[config.mk]
export PLATFORM = sky130hd
export DESIGN_NAME = decodificador_comando
export DESIGN_NICKNAME = d
export VERILOG_FILES = /design/src/rtl/decodificador_comando.sv
export SDC_FILE = /design/constraint.sdc
export NUM_CORES = 1
export LEC_CHECK = 0
export ABC_AREA = 0
export CORE_ASPECT_RATIO = 1.4
export CORE_MARGIN = 3
export CORE_UTILIZATION = 60
export CTS_BUF_LIST = sky130_fd_sc_hd__clkbuf_16
export CTS_CLUSTER_SIZE = 8
export DETAILED_ROUTE_END_ITERATION = 8
export DONT_BUFFER_PORTS = 1
export GPL_TIMING_DRIVEN = 0
export PLACE_DENSITY = 0.76
export SLEW_MARGIN = 20
export SYNTH_ARGS = -nofsm -noshare
export SYNTH_HDL_FRONTEND = slang
export SYNTH_SLANG_ARGS = --single-unit
[constraint.sdc]
create_clock -name clock -period 2.9 [get_ports clock]
set_input_delay 0 -clock clock [delete_from_list [all_inputs] [get_ports clock]]
set_output_delay 0 -clock clock [all_outputs]
set_load 0.03 [all_outputs]
[src/rtl/decodificador_comando.sv]
// decodificador_comando: pairs UART bytes into requests, runs a sensor read, replies with code+data.
// Ports: receiver (bytesRecebidos/primeiroByte/segundoByte), sensor req/resp, tx handshake, ocupado.
// Optional macro CONTINUOUS_MODE_EN adds commands 0x03..0x06 (continuous temp/humidity re-trigger).
module decodificador_comando #(
    parameter int CLOCKS_TIMEOUT = 50_000_000,
    parameter int NUM_SENSORES   = 32
) (
    input  logic       clock,
    input  logic       resetN,
    input  logic       bytesRecebidos,
    input  logic [7:0] primeiroByte,
    input  logic [7:0] segundoByte,
    output logic       sensorRequisicao,
    output logic [4:0] sensorEndereco,
    output logic [1:0] sensorTipo,
    input  logic       sensorPronto,
    input  logic [7:0] sensorDado,
    input  logic       sensorErro,
    output logic       txInicia,
    output logic [7:0] txByte,
    input  logic       txOcupado,
    input  logic       txConcluido,
    output logic       ocupado
);

    typedef enum logic [2:0] {
        ESPERA,
        VALIDA,
        REQUISITA,
        AGUARDA_SENSOR,
        ENVIA_CODIGO,
        AGUARDA_TX1,
        ENVIA_DADO,
        AGUARDA_TX2
    } estado_t;

    localparam logic [25:0] CNT_LIMITE = 26'(CLOCKS_TIMEOUT - 1);
    localparam logic [8:0]  END_LIMITE = 9'(NUM_SENSORES);

    estado_t     estado_q, estado_d;
    logic        paridade_q, paridade_d;
    logic        slot_cheio_q, slot_cheio_d;
    logic [7:0]  slot_cmd_q, slot_cmd_d;
    logic [7:0]  slot_addr_q, slot_addr_d;
    logic [7:0]  cmd_q, cmd_d;
    logic [7:0]  addr_q, addr_d;
    logic [4:0]  endereco_q, endereco_d;
    logic [1:0]  tipo_q, tipo_d;
    logic [7:0]  cod_q, cod_d;
    logic [7:0]  dado_q, dado_d;
    logic [7:0]  tx_byte_q, tx_byte_d;
    logic [25:0] cnt_q, cnt_d;
`ifdef CONTINUOUS_MODE_EN
    logic        cont_temp_q, cont_temp_d;
    logic        cont_hum_q, cont_hum_d;
    logic [7:0]  cont_temp_addr_q, cont_temp_addr_d;
    logic [7:0]  cont_hum_addr_q, cont_hum_addr_d;
`endif

    logic       pop;
    logic       par_completo;
    logic       cmd_ok;
    logic       addr_ok;
    logic       usa_sensor;
    logic [1:0] tipo_cmd;
    logic [7:0] cod_imed;

    // Command decode of the working request
    always_comb begin
        cmd_ok     = 1'b1;
        usa_sensor = 1'b1;
        tipo_cmd   = 2'd0;
        cod_imed   = 8'hCF;
        case (cmd_q)
            8'h00: tipo_cmd = 2'd0;
            8'h01: tipo_cmd = 2'd1;
            8'h02: tipo_cmd = 2'd2;
`ifdef CONTINUOUS_MODE_EN
            8'h03: tipo_cmd = 2'd1;
            8'h04: tipo_cmd = 2'd2;
            8'h05: begin
                usa_sensor = 1'b0;
                cod_imed   = 8'h0A;
            end
            8'h06: begin
                usa_sensor = 1'b0;
                cod_imed   = 8'h0B;
            end
`endif
            default: begin
                cmd_ok     = 1'b0;
                usa_sensor = 1'b0;
            end
        endcase
        addr_ok = ({1'b0, addr_q} < END_LIMITE);
    end

    always_comb begin
        estado_d     = estado_q;
        paridade_d   = paridade_q ^ bytesRecebidos;
        slot_cheio_d = slot_cheio_q;
        slot_cmd_d   = slot_cmd_q;
        slot_addr_d  = slot_addr_q;
        cmd_d        = cmd_q;
        addr_d       = addr_q;
        endereco_d   = endereco_q;
        tipo_d       = tipo_q;
        cod_d        = cod_q;
        dado_d       = dado_q;
        tx_byte_d    = tx_byte_q;
        cnt_d        = cnt_q;
`ifdef CONTINUOUS_MODE_EN
        cont_temp_d      = cont_temp_q;
        cont_hum_d       = cont_hum_q;
        cont_temp_addr_d = cont_temp_addr_q;
        cont_hum_addr_d  = cont_hum_addr_q;
`endif

        // Pop is evaluated before the fill so a pair finishing in the
        // pop cycle still finds room.
        pop          = (estado_q == ESPERA) && slot_cheio_q;
        par_completo = bytesRecebidos && paridade_q;
        if (pop) slot_cheio_d = 1'b0;
        if (par_completo && !slot_cheio_d) begin
            slot_cheio_d = 1'b1;
            slot_cmd_d   = primeiroByte;
            slot_addr_d  = segundoByte;
        end

        case (estado_q)
            ESPERA: begin
                if (slot_cheio_q) begin
                    cmd_d    = slot_cmd_q;
                    addr_d   = slot_addr_q;
                    estado_d = VALIDA;
                end
`ifdef CONTINUOUS_MODE_EN
                else if (cont_temp_q) begin
                    cmd_d    = 8'h01;
                    addr_d   = cont_temp_addr_q;
                    estado_d = VALIDA;
                end else if (cont_hum_q) begin
                    cmd_d    = 8'h02;
                    addr_d   = cont_hum_addr_q;
                    estado_d = VALIDA;
                end
`endif
            end
            VALIDA: begin
                if (!cmd_ok) begin
                    cod_d    = 8'hCF;
                    dado_d   = 8'h00;
                    estado_d = ENVIA_CODIGO;
                end else if (!addr_ok) begin
                    cod_d    = 8'hEF;
                    dado_d   = 8'h00;
                    estado_d = ENVIA_CODIGO;
                end else if (usa_sensor) begin
                    endereco_d = addr_q[4:0];
                    tipo_d     = tipo_cmd;
                    estado_d   = REQUISITA;
`ifdef CONTINUOUS_MODE_EN
                    if (cmd_q == 8'h03) begin
                        cont_temp_d      = 1'b1;
                        cont_temp_addr_d = addr_q;
                    end
                    if (cmd_q == 8'h04) begin
                        cont_hum_d      = 1'b1;
                        cont_hum_addr_d = addr_q;
                    end
`endif
                end else begin
                    cod_d    = cod_imed;
                    dado_d   = 8'h00;
                    estado_d = ENVIA_CODIGO;
`ifdef CONTINUOUS_MODE_EN
                    if (cmd_q == 8'h05) cont_temp_d = 1'b0;
                    if (cmd_q == 8'h06) cont_hum_d = 1'b0;
`endif
                end
            end
            REQUISITA: begin
                cnt_d    = '0;
                estado_d = AGUARDA_SENSOR;
            end
            AGUARDA_SENSOR: begin
                // A completion in the timeout cycle wins.
                if (sensorPronto) begin
                    estado_d = ENVIA_CODIGO;
                    if (sensorErro) begin
                        cod_d  = 8'h1F;
                        dado_d = 8'h00;
                    end else begin
                        case (tipo_q)
                            2'd0: begin
                                cod_d  = 8'h07;
                                dado_d = 8'h00;
                            end
                            2'd1: begin
                                cod_d  = 8'h09;
                                dado_d = sensorDado;
                            end
                            default: begin
                                cod_d  = 8'h08;
                                dado_d = sensorDado;
                            end
                        endcase
                    end
                end else if (cnt_q == CNT_LIMITE) begin
                    cod_d    = 8'h1F;
                    dado_d   = 8'h00;
                    estado_d = ENVIA_CODIGO;
                end else if (cnt_q != '1) begin
                    cnt_d = cnt_q + 26'd1;
                end
            end
            ENVIA_CODIGO: begin
                if (!txOcupado) estado_d = AGUARDA_TX1;
            end
            AGUARDA_TX1: begin
                if (txConcluido) estado_d = ENVIA_DADO;
            end
            ENVIA_DADO: begin
                if (!txOcupado) estado_d = AGUARDA_TX2;
            end
            AGUARDA_TX2: begin
                if (txConcluido) estado_d = ESPERA;
            end
            default: estado_d = ESPERA;
        endcase

`ifdef CONTINUOUS_MODE_EN
        // Any faulted measurement drops its continuous flag.
        if (estado_q == AGUARDA_SENSOR && estado_d == ENVIA_CODIGO &&
            cod_d == 8'h1F) begin
            if (tipo_q == 2'd1) cont_temp_d = 1'b0;
            if (tipo_q == 2'd2) cont_hum_d = 1'b0;
        end
`endif

        // txByte is loaded as a send state is entered so it is valid
        // together with the txInicia strobe.
        if (estado_d == ENVIA_CODIGO) tx_byte_d = cod_d;
        if (estado_d == ENVIA_DADO) tx_byte_d = dado_q;
    end

    always_ff @(posedge clock or negedge resetN) begin
        if (!resetN) begin
            estado_q     <= ESPERA;
            paridade_q   <= 1'b0;
            slot_cheio_q <= 1'b0;
            slot_cmd_q   <= '0;
            slot_addr_q  <= '0;
            cmd_q        <= '0;
            addr_q       <= '0;
            endereco_q   <= '0;
            tipo_q       <= '0;
            cod_q        <= '0;
            dado_q       <= '0;
            tx_byte_q    <= '0;
            cnt_q        <= '0;
`ifdef CONTINUOUS_MODE_EN
            cont_temp_q      <= 1'b0;
            cont_hum_q       <= 1'b0;
            cont_temp_addr_q <= '0;
            cont_hum_addr_q  <= '0;
`endif
        end else begin
            estado_q     <= estado_d;
            paridade_q   <= paridade_d;
            slot_cheio_q <= slot_cheio_d;
            slot_cmd_q   <= slot_cmd_d;
            slot_addr_q  <= slot_addr_d;
            cmd_q        <= cmd_d;
            addr_q       <= addr_d;
            endereco_q   <= endereco_d;
            tipo_q       <= tipo_d;
            cod_q        <= cod_d;
            dado_q       <= dado_d;
            tx_byte_q    <= tx_byte_d;
            cnt_q        <= cnt_d;
`ifdef CONTINUOUS_MODE_EN
            cont_temp_q      <= cont_temp_d;
            cont_hum_q       <= cont_hum_d;
            cont_temp_addr_q <= cont_temp_addr_d;
            cont_hum_addr_q  <= cont_hum_addr_d;
`endif
        end
    end

    assign sensorRequisicao = (estado_q == REQUISITA);
    assign sensorEndereco   = endereco_q;
    assign sensorTipo       = tipo_q;
    assign txInicia         = ((estado_q == ENVIA_CODIGO) ||
                               (estado_q == ENVIA_DADO)) && !txOcupado;
    assign txByte           = tx_byte_q;
    assign ocupado          = (estado_q != ESPERA);

endmodule

== Word level (Yosys, flattened, before mapping) ==
Cells that the tools add are included.
Operators by class
  add/subtract/negate cells: 1
  muxes and demuxes: 34
  equal/unequal tests: 19
  bitwise operators: 1
  reductions and logical operators: 19
  order comparisons: 1
Operator list (number)
  $mux 8: 12
  $mux 26: 3
  $pmux 26 s2: 1
  $pmux 8 s2: 2
  $mux 3: 9
  $add 26x1->26 const B: 1
  $eq 26x26->1 const B: 1
  $ne 26x26->1 const B: 1
  $pmux 3 s8: 1
  $eq 3x3->1 const B: 6
  $eq 8x1->1 const B: 1
  $eq 8x2->1 const B: 1
  $logic_not 8->1: 1
  $lt 8x6->1 const B: 1
  $pmux 4 s2: 1
  $eq 3x2->1 const B: 2
  $ne 2x2->1 const B: 3
  $ne 3x3->1 const B: 2
  $reduce_and 3->1: 2
  $reduce_bool 2->1: 3
  $mux 5: 1
  $logic_and 1x1->1: 4
  $pmux 2 s2: 1
  $reduce_and 4->1: 1
  other kinds (11): 14
Word-level totals
  flip-flop bits (word level): 94
  output and inout port bits: 18
  bits of input ports: 31

== Depth between registers and ports, before layout ==
Gate-level depths: netlist (run 1).
  word-level depth: 8
  gate-level depth with buffers: 8
  gate-level depth less buffers: 7

== Worst setup path after synthesis (run 1) ==
Ideal clock, no wire load.
  kind: reg2reg
  from: reg estado_q[1]
  to: reg addr_q[6]
  path slack: 0.734 ns
  setup time: 0.125 ns
  clock period less this slack: 2.166 ns
  arrival time: 2.041 ns
  cell stages (with the launch flop): 6
  path through: dfrtp_1 -> buf_2 -> or3_1 -> nor2_2 -> buf_2 -> mux2_2
Between the ends
  longest elaborated chain between the ends: 2
Ends and longest elaborated chain
  start, declared: RTL line 40  | estado_t estado_q, estado_d;
  start signal, assigned: RTL line 269  | estado_q <= estado_d;
  $logic_not 3->1: RTL line 130  | case (estado_q)
  $reduce_and 2->1 (no line)
  end signal, assigned: RTL line 275  | addr_q <= addr_d;
  end, declared: RTL line 46  | logic [7:0] addr_q, addr_d;
No other way between the ends.
A chain may end at the register's enable or synchronous reset.

== Worst setup path after layout (run 1) ==
  from: reg estado_q[1]
  to: reg cmd_q[6]
Between the ends
  longest elaborated chain between the ends: 2
Ends and longest elaborated chain
  $logic_not 3->1: RTL line 130
  $reduce_and 2->1 (no line)
  end signal, assigned: RTL line 274  | cmd_q <= cmd_d;
  end, declared: RTL line 45  | logic [7:0] cmd_q, cmd_d;
No other way between the ends.

==> results of run 1 <==
[layout make-up]
cell class | count | area share (%)
inverter | 13 | 0.933
sequential | 94 | 45.0
tap | 95 | 2.27
buffer | 14 | 1.48
clock buffer | 9 | 4.31
multi-input combinational | 276 | 38.8
clock inverter | 7 | 1.39
timing repair buffer | 29 | 5.88
[report_power, final]
group	switching [mW]	total, mW	leakage (nW)	internal [mW]
registers	0.418	2.12	1.20	1.71
logic	0.792	1.43	0.925	0.639
clock network	0.512	1.19	0.149	0.673
total	1.72	4.74	2.27	3.02
[sequential cells by signal, indices dropped and copies added, names as in the netlist, 5 cells and up]
signal,cells
slot_cmd_q,8
addr_q,8
txByte,8
cnt_q,26
slot_addr_q,8
dado_q,8
cmd_q,8
cod_q,8
sensorEndereco,5
[logic make-up after synthesis]
group | synth area share [%]
flip-flops | 52.2
AND/OR/NAND/NOR | 17.5
AO/OA/AOI/OAI | 14.2
XOR/XNOR | 1.75
buffers and inverters | 2.80
adder cells (fa/ha/maj) | 0.555
multiplexers | 11.0
[how the worst max path moves through the flow]
stage	start	to	slack [ns]
after floorplan	estado_q[1]	addr_q[6]	0.73
after global placement	estado_q[1]	cmd_q[6]	0.45
after detailed placement	estado_q[1]	cmd_q[6]	0.44
after CTS	estado_q[1]	addr_q[6]	0.39
after global routing	estado_q[1]	cmd_q[6]	0.29
final	estado_q[1]	cmd_q[6]	0.42
[stage by stage]
stage / instances / cell area [µm²] / worst slack, ns / power (mW)
finish: 537 / 5230 / 0.421 / 4.74
global route: 537 / 5230 / 0.295 / 5.00
CTS: 537 / 5230 / 0.391 / 4.75
detailed placement: 492 / 4630 / 0.437 / 3.50
global placement: 492 / 4630 / 0.449 / 3.44
floorplan: 397 / 4510 / 0.734 / 3.19
[routing by layer]
layer  GRT usage, %  share of wire, %  vias to the layer above
li1               -                 -                     1548
met1           31.0                42                     1625
met2           41.0                51                       84
met3           4.92               4.9                       16
met4           7.62               1.8                        0
met5              0                 0                        -
[critical path: stages, from the launching register on]
cell,delay [ns]
dfrtp_1,0.46
buf_2,0.21
or3_1,0.55
nor2_2,0.45
buf_2,0.32
mux2_2,0.36
[timing repair]
action,4_1_cts,5_1_grt
gates resized for setup,0,0
hold endpoints to repair,122,0
hold buffers,29,0
[cells in the final DEF (no fill, tap or decap), types with 4 or more instances in the layout]
master | netlist | layout
dfrtp_1 | 94 | 94
nand2_1 | 35 | 35
mux2_2 | 32 | 32
dlygate4sd3_1 | 0 | 28
a21oi_1 | 18 | 18
nor2_1 | 18 | 18
o21ai_0 | 15 | 15
nand3_1 | 13 | 13
or3_1 | 12 | 12
inv_1 | 11 | 11
o21ai_1 | 11 | 11
a22o_1 | 10 | 10
mux2i_1 | 10 | 10
clkbuf_16 | 0 | 9
nor3_1 | 8 | 8
buf_2 | 7 | 7
o211ai_1 | 6 | 6
xor2_1 | 6 | 6
nand4_1 | 5 | 5
o21a_1 | 5 | 5
a31oi_1 | 4 | 4
nand2b_1 | 4 | 4
and2_1 | 4 | 4
==> metrics.csv, run 1 <==
metric,value,unit
Post-synth top cells,"dfrtp_1 (94), nand2_1 (35), mux2_2 (32), a21oi_1 (18), nor2_1 (18)",
Netlist cell types,63,
Crit Path Max Fanout,10,
Total GRT Usage,24.1,%
setup violators final,0,
Yosys top cell by area,dfrtp_1,
Post-CTS Setup Bufs,0,
HP Start,sensorErro,
RSZ-0062 raised after global routing,false,
Ant. Diodes,0,
Layout Nets,470,
Max clock buf depth,2,
hold endpoint,cod_q[3],
drc violations,0,
Syn Inst Count,397,
worst slew pin tran,0.969,ns
sequential cell area,2350,µm²
vias in the first global route,3316,
global-route wire length before repair,16100,µm
# fillers,510,
R2R cell count,5,
Multi-input gate area,2030,µm²
Synth top area share,52.2,%
Die ar.,8600,µm²
worst-case clock skew,0.00868,ns
cell with the most instances after synthesis,dfrtp_1,
sequential-to-total area share from yosys stat,52.2,%
crit path DAT,2.71,ns
Sink Count,94,
root buffer cell,clkbuf_16,
via count,3273,
CP startpoint kind,flip-flop,
"Hold Vio Cnt, Final",0,
CP Capture Type,flip-flop,
maximum level of the CTS H-tree,3,
Post-synth EDFFs,0,
Finished Core Util,73.5,%
flop-to-flop setup slack,0.42,ns
setup TNS,0,ns
Leak,2.27,nW
final worst-path cycle share,85.5,%
Die X,79.2,µm
Synth area leaders,"dfrtp_1 (52%), mux2_2 (8.0%), nand2_1 (2.9%), mux2i_1 (2.2%), a21oi_1 (2.0%)",
post-route ant nets,0,
VDD IR max,0.000605,V
largest net degree at the start of global routing,95,
syn_nets,430,
TritonCTS buffer count,9,
Layout area overhead,16.1,%
worst-skew pair later-pin latency,0.34,ns
outcome,finished clean,
Starting Density,63.3,%
Die Y,109,µm
#FFs+latches synth,94,
"Top FF cell, synth",dfrtp_1,
async set-reset flop share out of synthesis,100,%
initial antenna violation count,0,
IO buf count,0,
clock-pin slew on the worst setup and hold paths,0.07,ns
max-slew violations,0,
max cap viols,0,
total grt overflow,0,
final wirelength,9650,µm
CTS tree,yes,
row count,36,
first-pass iteration count of the detailed router,6,
I/O pin total,49,
DP Wirelength,6360,µm
R2R Path Start,estado_q[1],
WHS Path Cells,3,
Initial DRC Count,289,
drt via density,6.09,
routability cong.,0.850,
routed len/inst,18.0,µm
R2R Path End,cmd_q[6],
Synth Area per Inst,11.4,µm²
Worst Hold Slack,0.0278,ns
Slew HR,34.9,%
Pwr Density,906,nW/µm²
Syn. warnings,0,
CP Class,reg2reg,
worst path required time,3.13,ns
post-layout minimum cycle time,2.48,ns
Worst Hold Class,in2reg,
Mapped Area,4510,µm²
share of layout cells above drive strength 1,18.8,%
f_max,0.403,GHz
core area,7120,µm²
Power figures use the tool's default switching activity.
==> run 2: changes to the inputs <==
--- a/config.mk
+++ b/config.mk
@@ -11,5 +11,5 @@
 export CORE_UTILIZATION = 60
 export CTS_BUF_LIST = sky130_fd_sc_hd__clkbuf_16
-export CTS_CLUSTER_SIZE = 8
+export CTS_CLUSTER_SIZE = 20
 export DETAILED_ROUTE_END_ITERATION = 8
 export DONT_BUFFER_PORTS = 1
==> constraint.sdc (replaced) <==
create_clock -name clock -period 2.54 [get_ports clock]
set_input_delay 0.127 -clock clock [delete_from_list [all_inputs] [get_ports clock]]
set_output_delay 0.127 -clock clock [all_outputs]
set_load 0.03 [all_outputs]
==> run 2 against run 1 <==
Against the previous run: combinational power rose by 16%; clock skew rose by 0.00082 ns; hold slack got worse by 0.019 ns.
==> metrics.csv, run 2 (synthesis results as in run 1) <==
metric,value,unit
outcome,finished clean,
I/O pin total,49,
Area after DPL,4630,µm²
worst-case clock skew,0.00949,ns
GR peak layer,met2,
most frequent cells in the layout,"dfrtp_1 (94), nand2_1 (35), mux2_2 (32), dlygate4sd3_1 (26)",
combinational share of power,30.5,%
Leak,2.27,nW
share of layout cells above drive strength 1,19.1,%
max-slew violations,0,
CP startpoint kind,flip-flop,
routability cong.,0.850,
flop-to-flop setup slack,0.23,ns
via count,3256,
Die Y,109,µm
setup TNS,0,ns
CP Capture Type,output pin,
Initial DRC Count,326,
met2 usage,40.7,%
Max clock buf depth,2,
Starting Density,63.3,%
initial antenna violation count,0,
drc violations,0,
maximum level of the CTS H-tree,3,
Biggest register,cnt_q,
CP Class,reg2out,
vias in the first global route,3327,
worst slew pin tran,0.981,ns
setup violators final,0,
routed len/inst,17.9,µm
Layout area overhead,15.9,%
root buffer cell,clkbuf_16,
Finished Cell Area,5220,µm²
Slew HR,34.1,%
final worst-path cycle share,95.8,%
IO buf count,0,
met3 Use GR,5.33,%
Critical Path Start,estado_q[0],
final wirelength,9580,µm
Sink Count,94,
"commonest non-fill, non-tap cell in the layout",dfrtp_1,
max cap viols,0,
Ant. Diodes,0,
Worst Hold Class,in2reg,
switching share of power,36.3,%
largest net degree at the start of global routing,95,
post-layout minimum cycle time,2.43,ns
total grt overflow,0,
flip-flop count of the largest register after layout,26,
met1 Use GR,30.9,%
Die X,79.2,µm
R2R cell count,8,
clock-pin slew on the worst setup and hold paths,0.06,ns
crit path DAT,2.31,ns
part of the power in registers,44.6,%
WHS Path Cells,2,
core area,7120,µm²
VDD IR max,0.000691,V
worst-skew pair later-pin latency,0.34,ns
first-pass iteration count of the detailed router,4,
Crit Path Max Fanout,10,
"Hold Vio Cnt, Final",0,
Pwr Density,1040,nW/µm²
R2R Path Start,cnt_q[0],
TritonCTS buffer count,9,
row count,36,
P_int,3.45,mW
RSZ-0062 raised after global routing,false,
hold endpoint,cod_q[4],
total power draw,5.42,mW
R2R Path End,txByte[5],
global-route wire length before repair,16100,µm
Total GRT Usage,24.1,%
worst path required time,2.41,ns
DP Wirelength,6360,µm
HP Start,sensorPronto,
drt via density,6.09,
Layout Nets,468,
P_sw,1.97,mW
Die ar.,8600,µm²
CTS tree,yes,
Finished Core Util,73.4,%
f_max,0.411,GHz
clock network power share,24.8,%
post-route ant nets,0,
run 2: cell types whose count changed in the layout (fill, tap and decap cells not counted), sizes merged:
cell	change
dlygate4sd3	-2
buf	-1
clkbuf	+1
run 2: power groups by stage:
stage	Sequential [mW]	Combinational, mW	Clock [mW]
detailed placement	2.44	1.56	0
floorplan	2.35	1.29	0
finish	2.42	1.66	1.35
CTS	2.42	1.64	1.36
global placement	2.42	1.52	0
global route	2.48	1.84	1.42
run 2: through the flow:
stage          setup slack [ns]  instances  hold WS [ns]
6_report                  0.107        535       0.00845
5_1_grt                 0.00762        535        0.0202
4_1_cts                  0.0315        535       0.00748
3_5_place_dp             0.0772        492        -0.165
3_3_place_gp             0.0888        492        -0.166
2_1_floorplan             0.374        397        -0.169
run 2: area by class of cell:
type / instances / area [µm²]
plain buffers: 14 / 80.1
clock buffers: 9 / 225
clock inverters: 7 / 72.6
fillers: 510 / 1890
inverters: 13 / 48.8
multi-input cells: 276 / 2040
flip-flops and latches: 94 / 2350
well taps: 95 / 119
repair buffers: 27 / 288
run 2: timing repair:
item,in CTS,in global routing
setup buffers,0,0
hold buffers,27,0
hold endpoints to repair,119,0
setup endpoints to repair,0,7
gates resized for setup,0,3
run 2: worst max-delay path by stage:
| stage | to | slack (ns) | depth (start not counted) |
|---|---|---|---|
| after global placement | cmd_q[6] | 0.09 | 5 |
| after detailed placement | cmd_q[6] | 0.08 | 5 |
| after floorplan | addr_q[6] | 0.37 | 5 |
| after global routing | txByte[0] | 0.008 | 8 |
| final | sensorRequisicao | 0.11 | 6 |
| after CTS | addr_q[6] | 0.03 | 5 |
run 2: critical path, stage by stage (launching register included):
cell	delay, ns
dfrtp_1	0.42
buf_4	0.18
or3_1	0.40
inv_2	0.13
buf_2	0.23
buf_2	0.28
clkbuf_4	0.32
run 2: per-layer routing:
| metal | vias to the layer above | share of wire (%) |
|---|---|---|
| met5 | - | 0 |
| met4 | 0 | 1.7 |
| met3 | 15 | 5.6 |
| met2 | 86 | 51 |
| met1 | 1619 | 42 |
| li1 | 1536 | - |
==> run 3: changes to the inputs <==
Clock period 2.54 ns to 2.9 ns, I/O delays scaled along.
==> run 3 against run 2 <==
Against the previous run: die area is the same; via count grew 0.80%; global-route usage unchanged; final area shrank 0.24%; core utilization decreased by 0.18 points; count of clock-buffer cells in the layout unchanged; critical path depth is the same; clock skew is 0.00093 ns higher; sequential share of layout area grew 0.11 points; highest routed layer unchanged; worst setup slack better by 0.30 ns; first-iteration DRC count rose by 3.7%.
==> metrics.csv, run 3 (synthesis results as in run 1) <==
metric,value,unit
Die ar.,8600,µm²
"Slowest-stage cell, CP",dfrtp_1,
largest net degree at the start of global routing,95,
worst path required time,2.76,ns
first-pass iteration count of the detailed router,5,
post-CTS sizing,0,
IO buf count,0,
CP Class,reg2out,
f_max,0.402,GHz
combinational share of power,30.3,%
VDD IR max,0.000604,V
CP Capture Type,output pin,
core area,7120,µm²
max-slew violations,0,
I/O pin total,49,
most frequent cells in the layout,"dfrtp_1 (94), nand2_1 (35), mux2_2 (32), dlygate4sd3_1 (26)",
CP startpoint kind,flip-flop,
Most Frequent Cell on Critical Path,buf_2,
R2R Path Start,estado_q[1],
DP Wirelength,6360,µm
"CP delay by family, top",buffers and inverters,
worst-path cell chain,buf_4 -> or3_1 -> inv_2 -> buf_2 -> buf_2 -> buf_2,
max incr delay on CP,0.42,ns
vias in the first global route,3327,
switching share of power,36.3,%
flop-to-flop setup slack,0.42,ns
Pwr Density,909,nW/µm²
clock network power share,24.9,%
Die Y,109,µm
Total GRT Usage,24.1,%
worst-skew pair later-pin latency,0.34,ns
drt via density,6.13,
initial antenna violation count,0,
Die X,79.2,µm
total grt overflow,0,
share of layout cells above drive strength 1,18.9,%
Biggest register,cnt_q,
"Hold-fix buffers, CTS",27,
Sink Count,94,
row count,36,
worst-case clock skew,0.0104,ns
clock-pin slew on the worst setup and hold paths,0.07,ns
global-route wire length before repair,16100,µm
max cap viols,0,
Layout Nets,468,
Starting Density,63.3,%
flip-flop count of the largest register after layout,26,
WHS Path Cells,2,
setup violators final,0,
TritonCTS buffer count,9,
placed cells,492,
Max clock buf depth,2,
maximum level of the CTS H-tree,3,
final worst-path cycle share,85.8,%
Worst Hold Class,in2reg,
P_int,3.02,mW
Post-CTS Setup Bufs,0,
Ant. Diodes,0,
post-route ant nets,0,
routability cong.,0.850,
routed len/inst,17.9,µm
part of the power in registers,44.7,%
drc violations,0,
worst slew pin tran,0.998,ns
RSZ-0062 raised after global routing,false,
CP bufs+invs,5,
R2R Path End,cmd_q[6],
"Hold Vio Cnt, Final",0,
CTS tree,yes,
Crit Path Max Fanout,10,
outcome,finished clean,
crit path DAT,2.34,ns
root buffer cell,clkbuf_16,
"commonest non-fill, non-tap cell in the layout",dfrtp_1,
R2R cell count,5,
via count,3282,
post-layout minimum cycle time,2.49,ns
Final Non-Filler Cells,535,
Layout area overhead,15.6,%
Slew HR,33.0,%
HP Start,sensorPronto,
Leak,2.26,nW
P_sw,1.72,mW
setup TNS,0,ns
hold endpoint,cod_q[4],
Initial DRC Count,338,
final wirelength,9570,µm
==> run 3: cell types whose count changed in the layout (fill, tap and decap cells not counted) <==
cell and change:
buf_2 +1, clkbuf_4 -1, nor2_2 +1, or3_4 -1, nor2_4 -1, or3_1 +1
==> run 3: stage by stage <==
stage	setup WS [ns]	power, mW	hold WS, ns	instance area (µm²)	utilization, %
after floorplan	0.734	3.19	-0.151	4510	-
after global placement	0.449	3.44	-0.148	4630	65.0
after detailed placement	0.437	3.50	-0.147	4630	65.0
after CTS	0.391	4.75	0.0255	5210	73.2
after global routing	0.294	5.01	0.0382	5210	73.2
final	0.412	4.74	0.0263	5210	73.2
==> run 3: how the worst max path moves through the flow <==
stage	start	to	slack [ns]	depth (start not counted)
6_report	estado_q[0]	sensorRequisicao	0.41	6
5_1_grt	estado_q[1]	cmd_q[6]	0.29	5
4_1_cts	estado_q[1]	addr_q[6]	0.39	5
3_5_place_dp	estado_q[1]	cmd_q[6]	0.44	5
3_3_place_gp	estado_q[1]	cmd_q[6]	0.45	5
2_1_floorplan	estado_q[1]	addr_q[6]	0.73	5
==> run 3: area by class of cell <==
class	instances	area, µm²
Timing Repair Buffer	27	288
Clock inverter	7	72.6
Clock buffer	9	225
Tap cell	95	119
Sequential cell	94	2350
Buffer	14	77.6
Fill cell	510	1910
Inverter	13	48.8
Multi-Input combinational cell	276	2030
==> run 3: worst reg2reg max path, stage by stage, from the launching register on <==
cell and delay (ns):
dfrtp_1 0.46, buf_2 0.21, or3_1 0.55, nor2_2 0.46, buf_2 0.32, mux2_2 0.37
==> run 3: power groups by stage <==
stage	combinational [mW]	clock (mW)	sequential, mW
floorplan	1.13	0	2.06
global placement	1.33	0	2.12
detailed placement	1.37	0	2.14
CTS	1.44	1.19	2.12
global route	1.59	1.24	2.17
finish	1.44	1.18	2.12
==> run 3: routing by layer <==
metal | global-route usage [%] | part of all wire (%) | up-vias
met5 | 0 | 0 | -
met4 | 7.99 | 1.8 | 0
met3 | 5.33 | 5.2 | 17
met2 | 40.7 | 51 | 89
met1 | 30.9 | 42 | 1632
li1 | - | - | 1544
